## src/rtl/dma_rr_arbiter_if.sv

```systemverilog
// Requester and DMA command bundle between the FC layer control and dma_rr_arbiter.
// o_error exists only when DMA_TIMEOUT_EN is defined.
interface dma_rr_arbiter_if #(
    parameter int NUM_REQ           = 3,
    parameter int MEM_ADDRESS_WIDTH = 10
);
    logic [NUM_REQ-1:0]                   i_req;
    logic [NUM_REQ*MEM_ADDRESS_WIDTH-1:0] i_req_addr;
    logic [NUM_REQ*MEM_ADDRESS_WIDTH-1:0] i_req_count;
    logic [NUM_REQ-1:0]                   o_grant;
    logic [NUM_REQ-1:0]                   o_done;
    logic                                 o_busy;
    logic                                 o_dma_read;
    logic [MEM_ADDRESS_WIDTH-1:0]         o_dma_address;
    logic [MEM_ADDRESS_WIDTH-1:0]         o_dma_count;
    logic                                 i_dma_ready;
`ifdef DMA_TIMEOUT_EN
    logic                                 o_error;
`endif

    modport slave (
`ifdef DMA_TIMEOUT_EN
        output o_error,
`endif
        input  i_req, i_req_addr, i_req_count, i_dma_ready,
        output o_grant, o_done, o_busy, o_dma_read, o_dma_address, o_dma_count
    );

    modport master (
`ifdef DMA_TIMEOUT_EN
        input  o_error,
`endif
        output i_req, i_req_addr, i_req_count, i_dma_ready,
        input  o_grant, o_done, o_busy, o_dma_read, o_dma_address, o_dma_count
    );
endinterface

```

## src/rtl/dma_rr_arbiter.sv

```systemverilog
// Round-robin arbiter sharing one DMA engine among NUM_REQ requesters.
// Define DMA_TIMEOUT_EN to add a BUSY watchdog that ends the transfer with o_error.
module dma_rr_arbiter #(
    parameter int NUM_REQ           = 3,
    parameter int MEM_ADDRESS_WIDTH = 10,
    parameter int TIMEOUT_CYCLES    = 1024
) (
    input logic             clk,
    input logic             rst,
    dma_rr_arbiter_if.slave bus
);
    localparam int IDX_W = $clog2(NUM_REQ);
    localparam int W     = MEM_ADDRESS_WIDTH;

    typedef enum logic [1:0] {IDLE, LAUNCH, BUSY, DONE} state_t;

    state_t             state_reg, state_next;
    logic [NUM_REQ-1:0] grant_reg;
    logic [IDX_W-1:0]   grant_idx_reg;
    logic [IDX_W-1:0]   last_grant_reg;
    logic [W-1:0]       address_reg;
    logic [W-1:0]       count_reg;
    logic [W-1:0]       addr_arr  [NUM_REQ];
    logic [W-1:0]       count_arr [NUM_REQ];
    logic               win_valid;
    logic [IDX_W-1:0]   win_idx;
    logic               dma_timeout;

    genvar gi;
    generate
        for (gi = 0; gi < NUM_REQ; gi++) begin : g_unpack
            assign addr_arr[gi]  = bus.i_req_addr[gi*W +: W];
            assign count_arr[gi] = bus.i_req_count[gi*W +: W];
        end
    endgenerate

`ifdef DMA_TIMEOUT_EN
    localparam int CNT_W = $clog2(TIMEOUT_CYCLES + 1);
    logic [CNT_W-1:0] wait_cnt_reg;
    logic             timed_out_reg;
    assign dma_timeout = (wait_cnt_reg == CNT_W'(TIMEOUT_CYCLES - 1));
`else
    assign dma_timeout = 1'b0;
`endif

    // Search starts just past the last owner and wraps, so the previous winner is tried last.
    always_comb begin : arb_comb
        logic [IDX_W:0]   sum;
        logic [IDX_W-1:0] cand;
        win_valid = 1'b0;
        win_idx   = '0;
        sum       = '0;
        cand      = '0;
        for (int off = 1; off <= NUM_REQ; off++) begin
            sum = {1'b0, last_grant_reg} + (IDX_W+1)'(off);
            if (sum >= (IDX_W+1)'(NUM_REQ)) begin
                sum = sum - (IDX_W+1)'(NUM_REQ);
            end
            cand = sum[IDX_W-1:0];
            if (!win_valid && bus.i_req[cand]) begin
                win_valid = 1'b1;
                win_idx   = cand;
            end
        end
    end

    always_comb begin
        state_next = state_reg;
        case (state_reg)
            IDLE: begin
                if (win_valid) begin
                    state_next = (count_arr[win_idx] == '0) ? DONE : LAUNCH;
                end
            end
            LAUNCH: state_next = BUSY;
            BUSY: begin
                if (bus.i_dma_ready || dma_timeout) begin
                    state_next = DONE;
                end
            end
            DONE:    state_next = IDLE;
            default: state_next = IDLE;
        endcase
    end

    always_ff @(posedge clk) begin
        if (rst) begin
            state_reg      <= IDLE;
            grant_reg      <= '0;
            grant_idx_reg  <= '0;
            last_grant_reg <= IDX_W'(NUM_REQ - 1);
            address_reg    <= '0;
            count_reg      <= '0;
`ifdef DMA_TIMEOUT_EN
            wait_cnt_reg   <= '0;
            timed_out_reg  <= 1'b0;
`endif
        end else begin
            state_reg <= state_next;
            case (state_reg)
                IDLE: begin
                    if (win_valid) begin
                        grant_reg     <= NUM_REQ'(1) << win_idx;
                        grant_idx_reg <= win_idx;
                        address_reg   <= addr_arr[win_idx];
                        count_reg     <= count_arr[win_idx];
`ifdef DMA_TIMEOUT_EN
                        timed_out_reg <= 1'b0;
`endif
                    end
                end
`ifdef DMA_TIMEOUT_EN
                LAUNCH: wait_cnt_reg <= '0;
                BUSY: begin
                    wait_cnt_reg <= wait_cnt_reg + 1'b1;
                    if (!bus.i_dma_ready && dma_timeout) begin
                        timed_out_reg <= 1'b1;
                    end
                end
`endif
                DONE: begin
                    last_grant_reg <= grant_idx_reg;
                    grant_reg      <= '0;
                end
                default: ;
            endcase
        end
    end

    assign bus.o_grant       = grant_reg;
    assign bus.o_done        = (state_reg == DONE) ? grant_reg : '0;
    assign bus.o_busy        = (state_reg != IDLE);
    assign bus.o_dma_read    = (state_reg == LAUNCH);
    assign bus.o_dma_address = address_reg;
    assign bus.o_dma_count   = count_reg;
`ifdef DMA_TIMEOUT_EN
    assign bus.o_error       = (state_reg == DONE) && timed_out_reg;
`endif
endmodule

```

## src/flat_wrapper.sv

```systemverilog
// flat-port wrapper written by rule: the top's interface ports become plain ports
module dma_rr_arbiter_flat 
#(
    parameter int NUM_REQ           = 3,
    parameter int MEM_ADDRESS_WIDTH = 10,
    parameter int TIMEOUT_CYCLES    = 1024
)
  (clk, rst, bus_i_req, bus_i_req_addr, bus_i_req_count, bus_i_dma_ready, bus_o_grant, bus_o_done, bus_o_busy, bus_o_dma_read, bus_o_dma_address, bus_o_dma_count);
  dma_rr_arbiter_if #(.NUM_REQ(NUM_REQ), .MEM_ADDRESS_WIDTH(MEM_ADDRESS_WIDTH)) bus_i ();
  input logic clk;
  input logic rst;
  input wire logic [$bits(bus_i.i_req)-1:0] bus_i_req;
  input wire logic [$bits(bus_i.i_req_addr)-1:0] bus_i_req_addr;
  input wire logic [$bits(bus_i.i_req_count)-1:0] bus_i_req_count;
  input wire logic [$bits(bus_i.i_dma_ready)-1:0] bus_i_dma_ready;
  output wire logic [$bits(bus_i.o_grant)-1:0] bus_o_grant;
  output wire logic [$bits(bus_i.o_done)-1:0] bus_o_done;
  output wire logic [$bits(bus_i.o_busy)-1:0] bus_o_busy;
  output wire logic [$bits(bus_i.o_dma_read)-1:0] bus_o_dma_read;
  output wire logic [$bits(bus_i.o_dma_address)-1:0] bus_o_dma_address;
  output wire logic [$bits(bus_i.o_dma_count)-1:0] bus_o_dma_count;
  assign bus_i.i_req = bus_i_req;
  assign bus_i.i_req_addr = bus_i_req_addr;
  assign bus_i.i_req_count = bus_i_req_count;
  assign bus_i.i_dma_ready = bus_i_dma_ready;
  assign bus_o_grant = bus_i.o_grant;
  assign bus_o_done = bus_i.o_done;
  assign bus_o_busy = bus_i.o_busy;
  assign bus_o_dma_read = bus_i.o_dma_read;
  assign bus_o_dma_address = bus_i.o_dma_address;
  assign bus_o_dma_count = bus_i.o_dma_count;
  dma_rr_arbiter #(.NUM_REQ(NUM_REQ), .MEM_ADDRESS_WIDTH(MEM_ADDRESS_WIDTH), .TIMEOUT_CYCLES(TIMEOUT_CYCLES)) u_core (.clk(clk), .rst(rst), .bus(bus_i));
endmodule
```

## config.mk

```make
export PLATFORM = sky130hd
export DESIGN_NAME = dma_rr_arbiter_flat
export DESIGN_NICKNAME = d
export VERILOG_FILES = /design/src/rtl/dma_rr_arbiter_if.sv /design/src/rtl/dma_rr_arbiter.sv /design/src/flat_wrapper.sv
export SDC_FILE = /design/constraint.sdc
export NUM_CORES = 1
export LEC_CHECK = 0
export BUFFER_PORTS_ARGS = -buffer_cell sky130_fd_sc_hd__clkbuf_2
export CAP_MARGIN = 20
export CORE_ASPECT_RATIO = 1.4
export CORE_MARGIN = 2
export CORE_UTILIZATION = 46
export CTS_CLUSTER_DIAMETER = 120
export DETAILED_ROUTE_END_ITERATION = 16
export GPL_TIMING_DRIVEN = 0
export PLACE_DENSITY_LB_ADDON = 0.1
export SLEW_MARGIN = 30
export SYNTH_ARGS = -nofsm -noshare
export SYNTH_HDL_FRONTEND = slang
export SYNTH_SLANG_ARGS = --single-unit
```

## constraint.sdc

```tcl
create_clock -name clk -period 3.7 [get_ports clk]
set_input_delay 0.37 -clock clk [delete_from_list [all_inputs] [get_ports clk]]
set_output_delay 0.37 -clock clk [all_outputs]
set_load 0.05 [all_outputs]
```

# Yosys cells after proc, flatten, opt, wreduce, memory -nomap -nowiden
# Index checks and enable logic that the tools add are counted.
[word_totals]
output_inout_bits = 28
inputBits = 66
wordCells = 65
regBits = 29
[classes]
mux = 28
add_sub_neg = 6
eq_ne = 5
n_reduce_logical = 11
bitwise_logic = 1
n_lt_le_gt_ge = 7
n_shift = 1
[op_table]
columns = ["op", "n"]
rows = [
  ["binary-select mux 10 bit (select 2 bit)", 2],
  ["2-to-1 mux 10 bit", 4],
  ["2-to-1 mux 2 bit", 9],
  ["zero test 10 bit", 1],
  ["greater-or-equal comparator 3 x 2 -> 1 bit, second input constant", 3],
  ["< comparator 2 x 3 -> 1 bit, second input constant", 3],
  ["one-hot mux 2 bit (4 select lines)", 1],
  ["adder 2 x 2 -> 3 bit, second input constant", 2],
  ["binary-select mux 1 bit (select 2 bit)", 3],
  ["2-to-1 mux 1 bit", 6],
  ["2-to-1 mux 3 bit", 2],
  ["one-hot mux 3 bit (2 select lines)", 1],
  ["AND reduction 2 bit", 3],
  ["subtractor 2 bit, second input constant", 3],
  ["equality test 2 bit, second input constant", 2],
  ["nonzero test 2 bit", 2],
  ["adder 2 x 1 -> 3 bit, second input constant", 1],
  ["greater-or-equal comparator 3 bit, second input constant", 1],
  ["NOT 2 -> 3 bit", 1],
  ["<< shifter 1 x 2 -> 3 bit, first input constant", 1],
  ["equality test 2 x 1 -> 1 bit, second input constant", 1],
  ["logical AND 1 bit", 2],
  ["zero test 1 bit", 2],
  ["zero test 2 bit", 1],
  ["2 further kinds", 2],
]

# Longest topological paths before layout
# Gate-level depths: netlist of run 1.
[logic_depth]
ltp_word = 20
depth_mapped = 13

# Least setup slack after synthesis of run 1
# No wires, ideal clock.
[synth_timing]
path_kind = "reg-to-reg"
start = "reg u_core.last_grant_reg[0]"
end = "reg u_core.state_reg[1]"
path_buffers = 2
t_arrival_ns = 2.554
path_stages_with_launch = 12
slack_ns = 1.088
path_cell_list = "dfxtp_1 -> inv_1 -> ha_1 -> buf_2 -> o31ai_2 -> nor2_1 -> o21ai_2 -> buf_6 -> mux2i_1 -> a21oi_1 -> nor4_1 -> a31o_1"
[synth_between]
elab_chain_cells = 20
word_cells_on_any_way = 38
classes_between = "add/sub: 6; order compare: 3; eq/ne: 1; mux: 21; bitwise: 1; reduce/logical: 6"
[synth_rtl]
columns = ["element", "line_no", "text"]
rows = [
  ["start: declaration", "dma_rr_arbiter.sv:20", "logic [IDX_W-1:0] last_grant_reg;"],
  ["start signal: assignment", "dma_rr_arbiter.sv:91", "last_grant_reg <= IDX_W'(NUM_REQ - 1);"],
  ["start signal: assignment", "dma_rr_arbiter.sv:122", "last_grant_reg <= grant_idx_reg;"],
  ["adder 2 x 1 -> 3 bit", "dma_rr_arbiter.sv:55", "sum = {1'b0, last_grant_reg} + (IDX_W+1)'(off);"],
  ["greater-or-equal comparator 3 x 2 -> 1 bit / subtractor 2 bit (equally long branches)", "dma_rr_arbiter.sv:56, dma_rr_arbiter.sv:57", ""],
  ["2-to-1 mux 2 bit", "dma_rr_arbiter.sv:56", "if (sum >= (IDX_W+1)'(NUM_REQ)) begin"],
  ["binary-select mux 1 bit (select 2 bit)", "dma_rr_arbiter.sv:60", "if (!win_valid && bus.i_req[cand]) begin"],
  ["2-to-1 mux 1 bit (implied by the code)", "dma_rr_arbiter.sv:60", ""],
  ["2-to-1 mux 1 bit", "dma_rr_arbiter.sv:60", ""],
  ["zero test 1 bit", "dma_rr_arbiter.sv:60", ""],
  ["logical AND 1 bit", "dma_rr_arbiter.sv:60", ""],
  ["[3 not listed]", "-", ""],
  ["2-to-1 mux 2 bit", "dma_rr_arbiter.sv:60", ""],
  ["NOT 2 -> 3 bit (implied by the code)", "dma_rr_arbiter.sv:72", "state_next = (count_arr[win_idx] == '0) ? DONE : LAUNCH;"],
  ["binary-select mux 10 bit (select 2 bit)", "dma_rr_arbiter.sv:72", ""],
  ["2-to-1 mux 10 bit (implied by the code) (2 in a row)", "dma_rr_arbiter.sv:72", ""],
  ["zero test 10 bit", "dma_rr_arbiter.sv:72", ""],
  ["2-to-1 mux 2 bit", "dma_rr_arbiter.sv:72", ""],
  ["2-to-1 mux 2 bit", "dma_rr_arbiter.sv:71", "if (win_valid) begin"],
  ["one-hot mux 2 bit (4 select lines)", "dma_rr_arbiter.sv:69", "case (state_reg)"],
  ["end signal: assignment", "dma_rr_arbiter.sv:99", "state_reg <= state_next;"],
  ["end: declaration", "dma_rr_arbiter.sv:17", "state_t state_reg, state_next;"],
]
# Several ways; a longest one is shown, not always the timed one. The select of a mux whose other input is x is not followed.
# A chain may end at the register's enable or synchronous reset.

# Worst setup path after layout of run 1
# Same ends and word-level chain as after synthesis.

==> results of run 1 <==
## placed cells by master, fill, tap and decap left out, types with 6 or more instances in the layout
cell type / netlist / final
sky130_fd_sc_hd__clkbuf_1: 8 / 9
sky130_fd_sc_hd__a21oi_1: 32 / 32
sky130_fd_sc_hd__mux2i_1: 23 / 23
sky130_fd_sc_hd__inv_1: 8 / 8
sky130_fd_sc_hd__nor3_1: 6 / 6
sky130_fd_sc_hd__nand2_1: 22 / 22
sky130_fd_sc_hd__dfxtp_1: 29 / 29
sky130_fd_sc_hd__clkbuf_2: 0 / 93
sky130_fd_sc_hd__a211oi_1: 14 / 14
sky130_fd_sc_hd__nor2_1: 46 / 46
sky130_fd_sc_hd__ha_1: 9 / 9
## path summary, 6_finish.rpt
path         slack, ps  depth (start not counted)                                     end
max                620                         11        u_core.state_reg[1]$_SDFFE_PP0P_
max reg2reg        620                         11        u_core.state_reg[1]$_SDFFE_PP0P_
min reg2reg        450                          2  u_core.bus.o_dma_count[4]$_SDFFE_PP0P_
min                340                          3   u_core.last_grant_reg[1]$_SDFFE_PP1P_
## layout make-up
| type | instances | area (sq um) | share of cell area, % |
|---|---|---|---|
| Multi-Input combinational cell | 193 | 1220 | 48.5 |
| Sequential cell | 29 | 581 | 23.0 |
| Timing Repair Buffer | 93 | 465 | 18.5 |
| Buffer | 16 | 86.3 | 3.43 |
| Clock buffer | 6 | 72.6 | 2.88 |
| Tap cell | 43 | 53.8 | 2.14 |
| Inverter | 8 | 30.0 | 1.19 |
| Clock inverter | 2 | 10.0 | 0.397 |
## critical path: cells and delay by family, from the launching register on
kind / cells / cell delay [ps]
and+or+nand+nor: 2 / 420
buffers and inverters: 3 / 610
muxes: 1 / 220
AOI/OAI and AO/OA: 4 / 970
adders and majority gates: 1 / 390
DFF: 1 / 410
## power groups by stage
stage | Sequential, mW | Combinational, mW | Clock (mW)
2_1_floorplan | 0.553 | 0.289 | 0
3_3_place_gp | 0.402 | 0.585 | 0
3_5_place_dp | 0.403 | 0.590 | 0
4_1_cts | 0.397 | 0.592 | 0.256
5_1_grt | 0.404 | 0.643 | 0.267
6_report | 0.397 | 0.590 | 0.251
## kinds of logic after synthesis
group	after synthesis
simple gates	92
mux	26
flops	29
compound gates	66
buf+inv	24
fa+ha+maj	9
## routing by layer
metal	track usage (%)	routed length [microns]	vias to the layer above	part of all wire, %
met3	5.15	364	5	6.8
li1	-	-	1062	-
met4	8.18	80	0	1.5
met2	42.5	2750	78	51
met5	0	0	-	0
met1	26.8	2150	945	40
==> run_summary.xml, run 1 <==
<?xml version="1.0" encoding="UTF-8"?>
<metrics>
  <group name="status">
    <metric name="status" unit="">complete, no violations</metric>
  </group>
  <group name="finish">
    <metric name="layout.filler_cells" unit="">389</metric>
    <metric name="final_layout_size_suffix_gt1_share" unit="%">33.1</metric>
    <metric name="synthToLayoutAreaGrowth" unit="%">31.4</metric>
    <metric name="finish.cell_count_without_fillers" unit="">390</metric>
    <metric name="stdcell_area" unit="sq um">2520</metric>
    <metric name="count_of_inserted_antenna_diode_cells" unit="">0</metric>
    <metric name="nets" unit="">421</metric>
    <metric name="utilization" unit="%">63.8</metric>
  </group>
  <group name="run">
    <metric name="max_capacitance_violation_count" unit="">0</metric>
  </group>
  <group name="timing">
    <metric name="timing.final.crit_share" unit="%">83.2</metric>
    <metric name="post-route-worst-setup-slack" unit="ps">622</metric>
    <metric name="max_slew_headroom" unit="%">65.4</metric>
    <metric name="fmax" unit="MHz">325</metric>
    <metric name="rsz0062_at_grt" unit="">false</metric>
    <metric name="finalHoldViolCount" unit="">0</metric>
    <metric name="setup_total_negative_slack" unit="ps">0</metric>
    <metric name="clock_skew" unit="ps">5.18</metric>
    <metric name="final.hold.worst_slack" unit="ps">336</metric>
    <metric name="slew_limit_fails" unit="">0</metric>
    <metric name="finalSetupViolCount" unit="">0</metric>
    <metric name="fin_crit" unit="ps">3080</metric>
    <metric name="timing_worst_slew_pin_value" unit="ps">515</metric>
  </group>
  <group name="route">
    <metric name="drt_first_iter_violations" unit="">41</metric>
    <metric name="viasPerCell" unit="">5.36</metric>
    <metric name="ant_nets" unit="">0</metric>
    <metric name="wl_per_cell" unit="microns">13.7</metric>
    <metric name="drt-pass1-iter-count" unit="">4</metric>
    <metric name="vias" unit="">2090</metric>
    <metric name="detail_route.drc_violations" unit="">0</metric>
    <metric name="wl" unit="microns">5350</metric>
  </group>
  <group name="setup_path">
    <metric name="worst-setup-path-type" unit="">reg -&gt; reg</metric>
    <metric name="worst_setup_path_start_kind" unit="">flop</metric>
    <metric name="slowest_delay" unit="ps">410</metric>
    <metric name="worst-endpoint-required" unit="ps">3920</metric>
    <metric name="worst-path-max-fanout" unit="">10</metric>
    <metric name="worstSetupEndpointType" unit="">flop</metric>
    <metric name="critical_path.slowest_cell" unit="">sky130_fd_sc_hd__dfxtp_1</metric>
    <metric name="arrival" unit="ps">3300</metric>
    <metric name="timing.rr.start" unit="">u_core.last_grant_reg[0]$_SDFFE_PP0P_</metric>
    <metric name="critical_path.cell_chain" unit="">inv_1, ha_1, buf_2, o31ai_2, nor2_1, o21ai_2, buf_6, mux2i_1, a21oi_1, nor4_1, a31o_1</metric>
    <metric name="critPathLaunch" unit="">u_core.last_grant_reg[0]$_SDFFE_PP0P_</metric>
  </group>
  <group name="worst_hold_path">
    <metric name="worst_hold_startpoint" unit="">rst</metric>
    <metric name="min_path_type" unit="">in -&gt; reg</metric>
  </group>
  <group name="clock_tree">
    <metric name="htree_levels" unit="">2</metric>
    <metric name="ctsLongestPathBuffers" unit="">2</metric>
    <metric name="cts_tree" unit="">built</metric>
    <metric name="cts_sinks" unit="">29</metric>
    <metric name="cts_inserted_buffers" unit="">5</metric>
    <metric name="ctsHoldBuffers" unit="">0</metric>
    <metric name="postCtsResizedCells" unit="">0</metric>
    <metric name="cts_root_buf" unit="">sky130_fd_sc_hd__clkbuf_8</metric>
    <metric name="clk_pin_slew_worst_paths" unit="ps">60</metric>
    <metric name="clk-insertion-delay-late" unit="ps">280</metric>
    <metric name="cts_setup_buffers" unit="">0</metric>
  </group>
  <group name="power_and_ir_drop">
    <metric name="share_seq_of_total_power" unit="%">32.1</metric>
    <metric name="total_switching_power" unit="uW">556</metric>
    <metric name="power.clock.fraction" unit="%">20.3</metric>
    <metric name="totalPowerFinal" unit="mW">1.24</metric>
    <metric name="pwr_density_cell" unit="nW/um^2">491</metric>
    <metric name="static_leakage" unit="nW">1.29</metric>
    <metric name="ir_drop" unit="V">0.000351</metric>
    <metric name="internal_power" unit="uW">683</metric>
    <metric name="comb_power_share" unit="%">47.7</metric>
    <metric name="switching_share" unit="%">44.9</metric>
  </group>
  <group name="synth">
    <metric name="synth-compound-area-share" unit="%">22.8</metric>
    <metric name="synth_top_area_cell" unit="">sky130_fd_sc_hd__dfxtp_1</metric>
    <metric name="synth-edff-count" unit="">0</metric>
    <metric name="multiplexer_area_fraction_after_synthesis" unit="%">13.9</metric>
    <metric name="synth_common_cells" unit="">sky130_fd_sc_hd__nor2_1, sky130_fd_sc_hd__a21oi_1, sky130_fd_sc_hd__dfxtp_1, sky130_fd_sc_hd__mux2i_1, sky130_fd_sc_hd__nand2_1</metric>
    <metric name="adder_cell_area_share_of_the_yosys_netlist" unit="%">5.87</metric>
    <metric name="syn-instance-count" unit="">246</metric>
    <metric name="syn_nets" unit="">321</metric>
    <metric name="synth.yosys.seq_area_share" unit="%">30.3</metric>
    <metric name="synth_flop_type" unit="">sky130_fd_sc_hd__dfxtp_1</metric>
    <metric name="syn_avg_cell_area" unit="sq um">7.80</metric>
    <metric name="synth_top_cells_by_area" unit="">sky130_fd_sc_hd__dfxtp_1, sky130_fd_sc_hd__mux2i_1, sky130_fd_sc_hd__nor2_1</metric>
    <metric name="synth_xor_xnor_area_share" unit="%">0</metric>
    <metric name="synth_simple_gate_area_share" unit="%">21.1</metric>
    <metric name="synth_top_area_share" unit="%">30.3</metric>
    <metric name="yosysWarningCount" unit="">0</metric>
    <metric name="synth_cell_types" unit="">42</metric>
    <metric name="yosysMostFrequentCell" unit="">sky130_fd_sc_hd__nor2_1</metric>
    <metric name="synth-async-reset-ratio" unit="%">0</metric>
    <metric name="synth_top_family_by_area" unit="">compound AO/OA/AOI/OAI gates</metric>
    <metric name="post_synth_instance_area" unit="sq um">1920</metric>
    <metric name="ys_seq_elements" unit="">29</metric>
  </group>
  <group name="grt">
    <metric name="grt-ovfl-total" unit="">0</metric>
    <metric name="wire_length_of_the_first_global_routing_pass" unit="microns">8550</metric>
    <metric name="global_route_usage_over_all_layers" unit="%">23.6</metric>
    <metric name="grt_pass1_vias" unit="">1911</metric>
    <metric name="pin_count_of_the_biggest_net_entering_global_routing" unit="">11</metric>
    <metric name="initial_antenna_violation_count" unit="">0</metric>
  </group>
  <group name="die">
    <metric name="core_region_area" unit="sq um">3950</metric>
    <metric name="chipHeight" unit="microns">80.4</metric>
    <metric name="die_w" unit="microns">58.6</metric>
    <metric name="core.rowCount" unit="">27</metric>
    <metric name="pin_count" unit="">94</metric>
    <metric name="initial_standard_cell_utilization_of_the_core" unit="%">48.5</metric>
    <metric name="die-area" unit="sq um">4710</metric>
  </group>
  <group name="placed_design">
    <metric name="post-place-cells" unit="">382</metric>
    <metric name="preCtsSetupSlack" unit="ps">656</metric>
    <metric name="numPortBuffers" unit="">93</metric>
    <metric name="hpwlAfterDp" unit="microns">4160</metric>
    <metric name="gp_routability_congestion" unit="">0.815</metric>
    <metric name="placedInstanceArea" unit="sq um">2440</metric>
  </group>
</metrics>
No activity file was read; power rests on OpenSTA's default activity.
==> run 2: changes to the inputs <==
Settings changed: ABC_AREA from default to 1, CORE_UTILIZATION 46 to 47.
Clock period 3.7 ns to 3.2 ns, I/O delays scaled along.
==> run_summary.xml, run 2 <==
<?xml version="1.0" encoding="UTF-8"?>
<metrics>
  <group name="status">
    <metric name="status" unit="">complete, no violations</metric>
  </group>
  <group name="route">
    <metric name="wl_per_cell" unit="microns">11.3</metric>
    <metric name="drt_first_iter_violations" unit="">144</metric>
    <metric name="detail_route.drc_violations" unit="">0</metric>
    <metric name="viasPerCell" unit="">4.81</metric>
    <metric name="vias" unit="">2353</metric>
    <metric name="ant_nets" unit="">0</metric>
    <metric name="wl" unit="microns">5550</metric>
    <metric name="drt-pass1-iter-count" unit="">4</metric>
  </group>
  <group name="clock_tree">
    <metric name="cts_inserted_buffers" unit="">5</metric>
    <metric name="postCtsResizedCells" unit="">0</metric>
    <metric name="ctsLongestPathBuffers" unit="">2</metric>
    <metric name="htree_levels" unit="">2</metric>
    <metric name="cts_sinks" unit="">29</metric>
    <metric name="cts_tree" unit="">built</metric>
    <metric name="ctsHoldBuffers" unit="">0</metric>
    <metric name="cts_setup_buffers" unit="">0</metric>
    <metric name="cts_root_buf" unit="">sky130_fd_sc_hd__clkbuf_8</metric>
    <metric name="clk-insertion-delay-late" unit="ps">270</metric>
    <metric name="clk_pin_slew_worst_paths" unit="ps">60</metric>
  </group>
  <group name="synth">
    <metric name="synth_top_area_share" unit="%">28.0</metric>
    <metric name="yosysWarningCount" unit="">0</metric>
    <metric name="synth.yosys.seq_area_share" unit="%">28.0</metric>
    <metric name="syn_nets" unit="">403</metric>
    <metric name="syn-instance-count" unit="">328</metric>
    <metric name="post_synth_instance_area" unit="sq um">2070</metric>
    <metric name="synth_top_cells_by_area" unit="">sky130_fd_sc_hd__dfxtp_1, sky130_fd_sc_hd__inv_1, sky130_fd_sc_hd__nand2_1</metric>
    <metric name="synth_top_area_cell" unit="">sky130_fd_sc_hd__dfxtp_1</metric>
    <metric name="yosysMostFrequentCell" unit="">sky130_fd_sc_hd__inv_1</metric>
    <metric name="synth-edff-count" unit="">0</metric>
    <metric name="syn_avg_cell_area" unit="sq um">6.32</metric>
    <metric name="synth-async-reset-ratio" unit="%">0</metric>
    <metric name="synth_common_cells" unit="">sky130_fd_sc_hd__inv_1, sky130_fd_sc_hd__nand2_1, sky130_fd_sc_hd__a21oi_1</metric>
    <metric name="synth_flop_type" unit="">sky130_fd_sc_hd__dfxtp_1</metric>
    <metric name="synth_cell_types" unit="">25</metric>
    <metric name="ys_seq_elements" unit="">29</metric>
  </group>
  <group name="die">
    <metric name="pin_count" unit="">94</metric>
    <metric name="die-area" unit="sq um">4970</metric>
    <metric name="initial_standard_cell_utilization_of_the_core" unit="%">48.9</metric>
    <metric name="core_region_area" unit="sq um">4240</metric>
    <metric name="chipHeight" unit="microns">82.6</metric>
    <metric name="core.rowCount" unit="">28</metric>
    <metric name="die_w" unit="microns">60.2</metric>
  </group>
  <group name="placed_design">
    <metric name="gp_routability_congestion" unit="">0.849</metric>
    <metric name="numPortBuffers" unit="">93</metric>
    <metric name="hpwlAfterDp" unit="microns">4410</metric>
  </group>
  <group name="timing">
    <metric name="slew_limit_fails" unit="">0</metric>
    <metric name="timing.final.crit_share" unit="%">81.7</metric>
    <metric name="setup_total_negative_slack" unit="ps">0</metric>
    <metric name="timing_worst_slew_pin_value" unit="ps">484</metric>
    <metric name="rsz0062_at_grt" unit="">false</metric>
    <metric name="fmax" unit="MHz">382</metric>
    <metric name="fin_crit" unit="ps">2620</metric>
    <metric name="max_slew_headroom" unit="%">67.7</metric>
    <metric name="finalSetupViolCount" unit="">0</metric>
    <metric name="clock_skew" unit="ps">2.83</metric>
    <metric name="finalHoldViolCount" unit="">0</metric>
  </group>
  <group name="finish">
    <metric name="final_layout_size_suffix_gt1_share" unit="%">28.9</metric>
    <metric name="synthToLayoutAreaGrowth" unit="%">30.0</metric>
    <metric name="count_of_inserted_antenna_diode_cells" unit="">0</metric>
    <metric name="final_common_cell" unit="">sky130_fd_sc_hd__clkbuf_2</metric>
    <metric name="nets" unit="">503</metric>
    <metric name="utilization" unit="%">63.6</metric>
    <metric name="mostFrequentLayoutCells" unit="">sky130_fd_sc_hd__clkbuf_2, sky130_fd_sc_hd__inv_1, sky130_fd_sc_hd__nand2_1</metric>
  </group>
  <group name="run">
    <metric name="max_capacitance_violation_count" unit="">0</metric>
  </group>
  <group name="grt">
    <metric name="initial_antenna_violation_count" unit="">0</metric>
    <metric name="pin_count_of_the_biggest_net_entering_global_routing" unit="">11</metric>
    <metric name="grt-ovfl-total" unit="">0</metric>
    <metric name="global_route_usage_over_all_layers" unit="%">23.2</metric>
    <metric name="wire_length_of_the_first_global_routing_pass" unit="microns">8990</metric>
    <metric name="grt_pass1_vias" unit="">2259</metric>
  </group>
  <group name="power_and_ir_drop">
    <metric name="static_leakage" unit="nW">1.58</metric>
    <metric name="pwr_density_cell" unit="nW/um^2">1080</metric>
    <metric name="ir_drop" unit="V">0.000514</metric>
  </group>
  <group name="setup_path">
    <metric name="worst-path-max-fanout" unit="">10</metric>
    <metric name="arrival" unit="ps">2820</metric>
    <metric name="worst-setup-path-type" unit="">reg -&gt; reg</metric>
    <metric name="worstSetupEndpointType" unit="">flop</metric>
    <metric name="worst-endpoint-required" unit="ps">3410</metric>
    <metric name="worst_setup_path_start_kind" unit="">flop</metric>
  </group>
  <group name="worst_hold_path">
    <metric name="min_path_type" unit="">in -&gt; reg</metric>
  </group>
</metrics>
run 2: cell types whose count changed in the layout (fill, tap and decap cells not counted), moves of 8 or more:
cell                       previous run  this run
sky130_fd_sc_hd__mux2i_1             23         0
sky130_fd_sc_hd__nand2_1             22        60
sky130_fd_sc_hd__nor2_1              46        29
sky130_fd_sc_hd__nand3_1              2        22
sky130_fd_sc_hd__o211ai_1             1         9
sky130_fd_sc_hd__a211oi_1            14         1
sky130_fd_sc_hd__inv_1                8        61
sky130_fd_sc_hd__o21ai_0              2        29
run 2: final timing paths:
kind	start	end	slack [ps]	depth (start not counted)
setup / recovery	u_core.last_grant_reg[0]$_SDFFE_PP0P_	u_core.bus.o_grant[0]$_SDFFE_PP0P_	580	13
setup reg to reg	u_core.last_grant_reg[0]$_SDFFE_PP0P_	u_core.bus.o_grant[0]$_SDFFE_PP0P_	580	13
hold / removal	rst	u_core.bus.o_grant[0]$_SDFFE_PP0P_	300	2
hold reg to reg	u_core.grant_idx_reg[0]$_SDFFE_PP0P_	u_core.last_grant_reg[0]$_SDFFE_PP0P_	460	2
run 2: cell type report:
class | instances | area, sq um
Multi-Input combinational cell | 222 | 1160
Timing Repair Buffer | 93 | 465
Tap cell | 60 | 75.1
Clock inverter | 2 | 10.0
Clock buffer | 6 | 72.6
Sequential cell | 29 | 581
Inverter | 62 | 235
Buffer | 15 | 98.8
Fill cell | 462 | 1540
run 2: metrics by stage:
stage	power [mW]	instances	instance area [sq um]	setup WS, ps	hold WS (ps)
floorplan	2.18	328	2070	907	389
finish	2.92	489	2700	585	304
global route	3.21	489	2700	262	317
detailed placement	2.65	481	2620	584	446
global placement	2.61	481	2620	583	443
CTS	2.94	489	2700	560	305
run 2: cells by family after synthesis:
family,count (synthesis),share of synthesized area [%]
simple gates,127,27.4
compound gates,86,23.1
buf+inv,77,16.1
flops,29,28.0
fa+ha+maj,9,5.43
run 2: power breakdown:
part	switching (mW)	leakage, nW	internal, mW
sequential	0.0775	0.240	0.505
combinational	1.45	1.29	0.610
clock	0.136	0.0450	0.150
run 2: worst max-delay path, cell delays in order, from the launching register on:
cell	delay, ps
sky130_fd_sc_hd__dfxtp_1	410
sky130_fd_sc_hd__inv_1	120
sky130_fd_sc_hd__ha_1	320
sky130_fd_sc_hd__buf_6	140
sky130_fd_sc_hd__nor2_1	150
sky130_fd_sc_hd__nor2_2	70
sky130_fd_sc_hd__nand2_1	70
sky130_fd_sc_hd__nand3_2	90
sky130_fd_sc_hd__nor2_4	120
sky130_fd_sc_hd__nand2_2	130
sky130_fd_sc_hd__nand2_1	240
sky130_fd_sc_hd__clkbuf_1	380
sky130_fd_sc_hd__nand4_1	150
sky130_fd_sc_hd__a21oi_1	150
run 2: metal layers:
layer / track usage, % / vias up / part of all wire, %
met4: 7.78 / 0 / 0.85
li1: - / 1247 / -
met3: 4.52 / 4 / 5.6
met1: 24.1 / 1030 / 42
met2: 44.8 / 72 / 52
met5: 0 / - / 0
